## src/rtl/dispatch_pkg.sv

```systemverilog
// Shared definitions for the dispatch_8 one-entry dispatch stage.
// Holds the stage state type, channel/select/counter widths and a small
// helper that turns a channel select into a one-hot valid vector.
package dispatch_pkg;

    localparam int CH_NUM = 8;
    localparam int SEL_W  = 3;
    localparam int CNT_W  = 16;

    typedef enum logic {
        EMPTY = 1'b0,
        FULL  = 1'b1
    } state_t;

    // One-hot decode of a channel select.
    function automatic logic [CH_NUM-1:0] sel_onehot(input logic [SEL_W-1:0] sel);
        logic [CH_NUM-1:0] vec;
        vec      = {CH_NUM{1'b0}};
        vec[sel] = 1'b1;
        return vec;
    endfunction

endpackage

```

## src/rtl/dispatch_8.sv

```systemverilog
// dispatch_8: one-entry registered dispatch stage feeding an 8-way demux.
// A beat accepted on the upstream side is held in a single register and
// presented to the channel chosen either explicitly (s_dest_i) or by an
// internal round-robin pointer (s_rr_i=1).
// Ports:
//   clk_i, rst_i      clock, asynchronous active-high reset
//   s_valid_i/s_ready_o/s_data_i/s_dest_i/s_rr_i   upstream beat + routing
//   select_o, m_data_o                             demux select and payload
//   m_valid_o[7:0], m_ready_i[7:0]                 per-channel handshake
//   beat_cnt_o                                     accepted-beat count (wraps)
module dispatch_8
    import dispatch_pkg::*;
#(
    parameter int DATA_WIDTH = 8
) (
    input  logic                  clk_i,
    input  logic                  rst_i,
    input  logic                  s_valid_i,
    output logic                  s_ready_o,
    input  logic [DATA_WIDTH-1:0] s_data_i,
    input  logic [SEL_W-1:0]      s_dest_i,
    input  logic                  s_rr_i,
    output logic [SEL_W-1:0]      select_o,
    output logic [DATA_WIDTH-1:0] m_data_o,
    output logic [CH_NUM-1:0]     m_valid_o,
    input  logic [CH_NUM-1:0]     m_ready_i,
    output logic [CNT_W-1:0]      beat_cnt_o
);

    state_t                  state_r;
    state_t                  state_s;
    logic [SEL_W-1:0]        select_r;
    logic [DATA_WIDTH-1:0]   data_r;
    logic [CH_NUM-1:0]       m_valid_r;
    logic [SEL_W-1:0]        rr_ptr_r;
    logic [CNT_W-1:0]        beat_cnt_r;
    logic                    sel_ready_s;
    logic                    accept_s;
    logic                    deliver_s;
    logic [SEL_W-1:0]        dest_s;

    // Only the ready of the currently selected channel matters; the rest are ignored.
    assign sel_ready_s = m_ready_i[select_r];
    assign s_ready_o   = (state_r == EMPTY) || sel_ready_s;
    assign accept_s    = s_valid_i && s_ready_o;
    assign deliver_s   = (state_r == FULL) && sel_ready_s;
    assign dest_s      = s_rr_i ? rr_ptr_r : s_dest_i;

    assign select_o    = select_r;
    assign m_data_o    = data_r;
    assign m_valid_o   = m_valid_r;
    assign beat_cnt_o  = beat_cnt_r;

    // Next-state logic for the one-entry stage.
    always_comb begin
        state_s = state_r;
        case (state_r)
            EMPTY: begin
                if (accept_s) begin
                    state_s = FULL;
                end else begin
                    state_s = EMPTY;
                end
            end
            FULL: begin
                // Accept together with deliver keeps the slot occupied.
                if (deliver_s && !accept_s) begin
                    state_s = EMPTY;
                end else begin
                    state_s = FULL;
                end
            end
            default: begin
                state_s = EMPTY;
            end
        endcase
    end

    // State register.
    always_ff @(posedge clk_i or posedge rst_i) begin
        if (rst_i) begin
            state_r <= EMPTY;
        end else begin
            state_r <= state_s;
        end
    end

    // Payload, select and one-hot valid; payload/select hold when not reloaded.
    always_ff @(posedge clk_i or posedge rst_i) begin
        if (rst_i) begin
            data_r    <= {DATA_WIDTH{1'b0}};
            select_r  <= {SEL_W{1'b0}};
            m_valid_r <= {CH_NUM{1'b0}};
        end else if (accept_s) begin
            data_r    <= s_data_i;
            select_r  <= dest_s;
            m_valid_r <= sel_onehot(dest_s);
        end else if (deliver_s) begin
            m_valid_r <= {CH_NUM{1'b0}};
        end else begin
            m_valid_r <= m_valid_r;
        end
    end

    // Round-robin pointer advances only on round-robin accepts; beat counter on every accept.
    always_ff @(posedge clk_i or posedge rst_i) begin
        if (rst_i) begin
            rr_ptr_r   <= {SEL_W{1'b0}};
            beat_cnt_r <= {CNT_W{1'b0}};
        end else if (accept_s) begin
            beat_cnt_r <= beat_cnt_r + CNT_W'(1'b1);
            if (s_rr_i) begin
                rr_ptr_r <= rr_ptr_r + SEL_W'(1'b1);
            end else begin
                rr_ptr_r <= rr_ptr_r;
            end
        end else begin
            rr_ptr_r   <= rr_ptr_r;
            beat_cnt_r <= beat_cnt_r;
        end
    end

endmodule

```

## config.mk

```make
export PLATFORM = sky130hd
export DESIGN_NAME = dispatch_8
export DESIGN_NICKNAME = d
export VERILOG_FILES = /design/src/rtl/dispatch_pkg.sv /design/src/rtl/dispatch_8.sv
export SDC_FILE = /design/constraint.sdc
export NUM_CORES = 1
export LEC_CHECK = 0
export ABC_AREA = 1
export BUFFER_PORTS_ARGS = -buffer_cell sky130_fd_sc_hd__buf_2
export CAP_MARGIN = 20
export CELL_PAD_IN_SITES_DETAIL_PLACEMENT = 1
export CELL_PAD_IN_SITES_GLOBAL_PLACEMENT = 2
export CORE_MARGIN = 2
export CORE_UTILIZATION = 26
export CTS_CLUSTER_SIZE = 24
export DETAILED_ROUTE_END_ITERATION = 12
export HOLD_SLACK_MARGIN = 0.08
export PLACE_DENSITY_LB_ADDON = 0.1
export SYNTH_ARGS = -nofsm -noshare
export SYNTH_HDL_FRONTEND = slang
export SYNTH_SLANG_ARGS = --single-unit
```

## constraint.sdc

```tcl
create_clock -name clk_i -period 1.4 [get_ports clk_i]
set_clock_uncertainty 0.15 [all_clocks]
set_input_delay 0.14 -clock clk_i [delete_from_list [all_inputs] [get_ports clk_i]]
set_output_delay 0.14 -clock clk_i [all_outputs]
set_load 0.01 [all_outputs]
```

==> metrics.md <==
| Metric | Value |
|---|---|
| Global-route usage over all layers | 15.55% |
| Setup CP Type | register to output pin |
| Placed Instance Area | 2763 um2 |
| Die Y | 92.16 um |
| Area grow syn2layout | 50.46% |
| Post-synthesis cell count | 256 |
| Worst Tran Pin Value | 0.3807 ns |
| Via density | 4.319 |
| Slew Viols, Final | 0 |
| Multi-input gate area | 962.2 um2 |
| 1st-iter DRT viols | 60 |
| Synth Area in Compound Gates | 2.353% |
| H-tree depth | 2 |
| Achievable Freq | 601.8 MHz |
| Filler cell count | 968 |
| Failing checks | setup timing |
| Number of max-cap violations | 0 |
| # IOs | 59 |
| Relative slew slack | 74.62% |
| Ys Warns | 0 |
| Final Util | 39.76% |
| Grt ovf | 0 |
| Tmin final | 1.662 ns |
| Clock sink total | 39 |
| Syn Area/Cell | 7.893 um2 |
| Synthesized area | 2021 um2 |
| Syn_nets | 281 |
| XOR/XNOR share of the synthesized area | 6.068% |
| CP max FO | 6 |
| LEAKAGE | 0.001639 uW |
| Initial Util | 26.42% |
| Post-synthesis simple-gate area fraction | 36.78% |
| Fin crit share | 118.7% |
| Routability Congestion | 0.7206 |
| Register area share after synthesis | 48.30% |
| Antenna violations before repair | 0 |
| CTS Buffer Depth | 2 |
| Clock Latency Late Sink | 0.30 ns |
| DRT Pass-1 Iters | 4 |
| Row count | 32 |
| Reg clk slew, reported paths | 0.08 ns |
| Die width | 92.16 um |
| Final nets | 396 |
| CTS tree | yes |
| # port buffers | 58 |
| Proportion of layout cells with a drive suffix above 1 | 33.60% |
| Yosys reg bits | 39 |
| Worst Path Arrival | 1.37 ns |
| Total Routed Length | 5932 um |
| PwrDens | 1769 nW/um2 |
| Netlist cell types | 19 |
| Post-detail-place hpwl | 4343 um |
| Antenna cell count | 0 |
| RSZ-0062 raised after global routing | true |
| Status | finished, violations left |
| DR vias | 2,047 |
| Vias in the first global route | 2,269 |
| Post-route DRC | 0 |
| Sequential cell area | 977.2 um2 |
| First-pass GRT wire length | 10,520 um |
| Largest family of logic cells by synthesized area | simple AND/OR/NAND/NOR gates |
| Hold depth | 4 |
| Setup tns final | -7.537 ns |
| Synth Area in Adders | 1.238% |
| Worst setup EP type | output pin |
| Routed length per instance | 12.51 um |
| Cts bufs inserted | 5 |
| Finish-stage setup viols | 39 |
| Placeable Area | 7647 um2 |
| Routed Antenna Nets | 0 |
| Root buffer cell | clkbuf_8 |
| Reg2Reg Depth | 10 |
| Hold WS | 0.1169 ns |
| Largest net degree at the start of global routing | 40 |
| Critical Path Start Type | register |
| Maximum vdd ir drop | 692.1 uV |
| Die area | 8493 um2 |
| Total power | 5378 uW |
| Post-route cell area | 3040 um2 |
| Mux share of post-synthesis cell area | 0% |
| Critical Path RT | 1.11 ns |
| Fin worst setup slack | -0.2618 ns |
| Hold Vio Cnt, Final | 0 |
| Worst Hold Class | input port to register |
## repair_timing
action,4_1_cts,5_1_grt
hold buffers,11,0
endpoints found under the setup margin,39,40
gates resized for setup,2,6
setup buffers,2,0
hold endpoints to repair,49,0
pin swaps,2,2
## cells in the mapped netlist
cell type    n  area [um2]
nor2_1      23       86.33
nand2_1    100       375.4
buf_2        4       20.02
xnor2_1     10       87.58
or2_1        1       6.260
inv_2        1       3.750
nand2_4      1       11.26
dfrtp_1     39       975.9
buf_6        3       33.78
nand4_1     11       68.82
xor2_1       4       35.03
o21ai_0      6       30.03
nand3_4      1       17.52
nand3b_1     1       7.510
nand3_1     34       170.2
ha_1         2       25.02
buf_1        3       11.26
inv_1       10       37.54
o21ai_2      2       17.52
## metrics by stage
stage,setup WS [ns],cells
final,-0.2618,474
after global routing,-0.3607,474
after CTS,-0.3007,474
after detailed placement,-0.1720,453
after global placement,-0.1085,453
after floorplan,-0.08311,256
## routing by layer
metal	share of wire, %	track usage (%)	up-vias	wire, um
li1	-	-	1052	-
met1	46	19.67	959	2729
met2	49	26.35	30	2914
met3	3.5	3.780	6	207
met4	1.4	4.478	0	81
met5	0	0	-	0
## cell type report
cell class                 instances  area share, %
clock buffer                       6          2.716
clock inverter                     2          1.152
inverter                          11          1.358
multi-input combinational        196          31.65
sequential                        39          32.14
tap                              102          4.198
timing repair buffer             118          26.79
## path summary, 6_finish.rpt
check / startpoint / endpoint / slack [ns]
worst max-delay path: select_o[0]$_DFFE_PP0P_ / s_ready_o / -0.26
worst min-delay path: s_rr_i / rr_ptr_r[1]$_DFFE_PP0P_ / 0.12
worst max register to register: select_o[0]$_DFFE_PP0P_ / beat_cnt_o[5]$_DFFE_PP0P_ / -0.24
worst min register to register: m_valid_o[3]$_DFFE_PP0P_ / m_valid_o[3]$_DFFE_PP0P_ / 0.32
max in group asynchronous: rst_i / select_o[0]$_DFFE_PP0P_ / 0.61
min in group asynchronous: rst_i / m_data_o[3]$_DFFE_PP0P_ / 0.28
## state kept, by name, summed over array words and instances, names as in the netlist
register,cells
m_data_o,8
select_o,3
rr_ptr_r,3
state_r,1
beat_cnt_o,16
m_valid_o,8
## where the power goes
| group | internal [uW] | switching, uW |
|---|---|---|
| registers | 1480 | 255 |
| clock network | 578 | 445 |
| logic | 1210 | 1410 |
## kinds of logic (layout without fill, tap and decap cells)
| kind of cell | count (synthesis) | count (layout) |
|---|---|---|
| xor gates and xnor gates | 14 | 14 |
| buffers and inverters | 21 | 137 |
| adders and majority gates | 2 | 2 |
| AOI/OAI and AO/OA | 8 | 8 |
| DFF | 39 | 39 |
| and+or+nand+nor | 172 | 172 |
## worst max-delay path, stage by stage, from the launching register on
cell and delay, ns:
dfrtp_2 0.45, inv_2 0.09, nand2_1 0.05, nand3_1 0.07, nand3b_1 0.13, nand3_4 0.09, buf_6 0.11, buf_6 0.09
## layout by cell type, fill, tap and decap left out
| cell type | n |
|---|---|
| buf_12 | 2 |
| buf_2 | 57 |
| buf_4 | 43 |
| buf_6 | 5 |
| bufinv_16 | 1 |
| clkbuf_8 | 6 |
| clkinv_2 | 1 |
| dfrtp_1 | 38 |
| dfrtp_2 | 1 |
| dlygate4sd3_1 | 11 |
| ha_1 | 1 |
| ha_2 | 1 |
| inv_1 | 10 |
| inv_2 | 1 |
| nand2_1 | 100 |
| nand2_8 | 1 |
| nand3_1 | 32 |
| nand3_2 | 2 |
| nand3_4 | 1 |
| nand3b_1 | 1 |
| nand4_1 | 11 |
| nor2_1 | 22 |
| nor2_2 | 1 |
| o21ai_1 | 6 |
| o21ai_2 | 2 |
| or2_1 | 1 |
| xnor2_1 | 10 |
| xor2_1 | 4 |
Note: power is estimated with default switching activity, not from simulation.
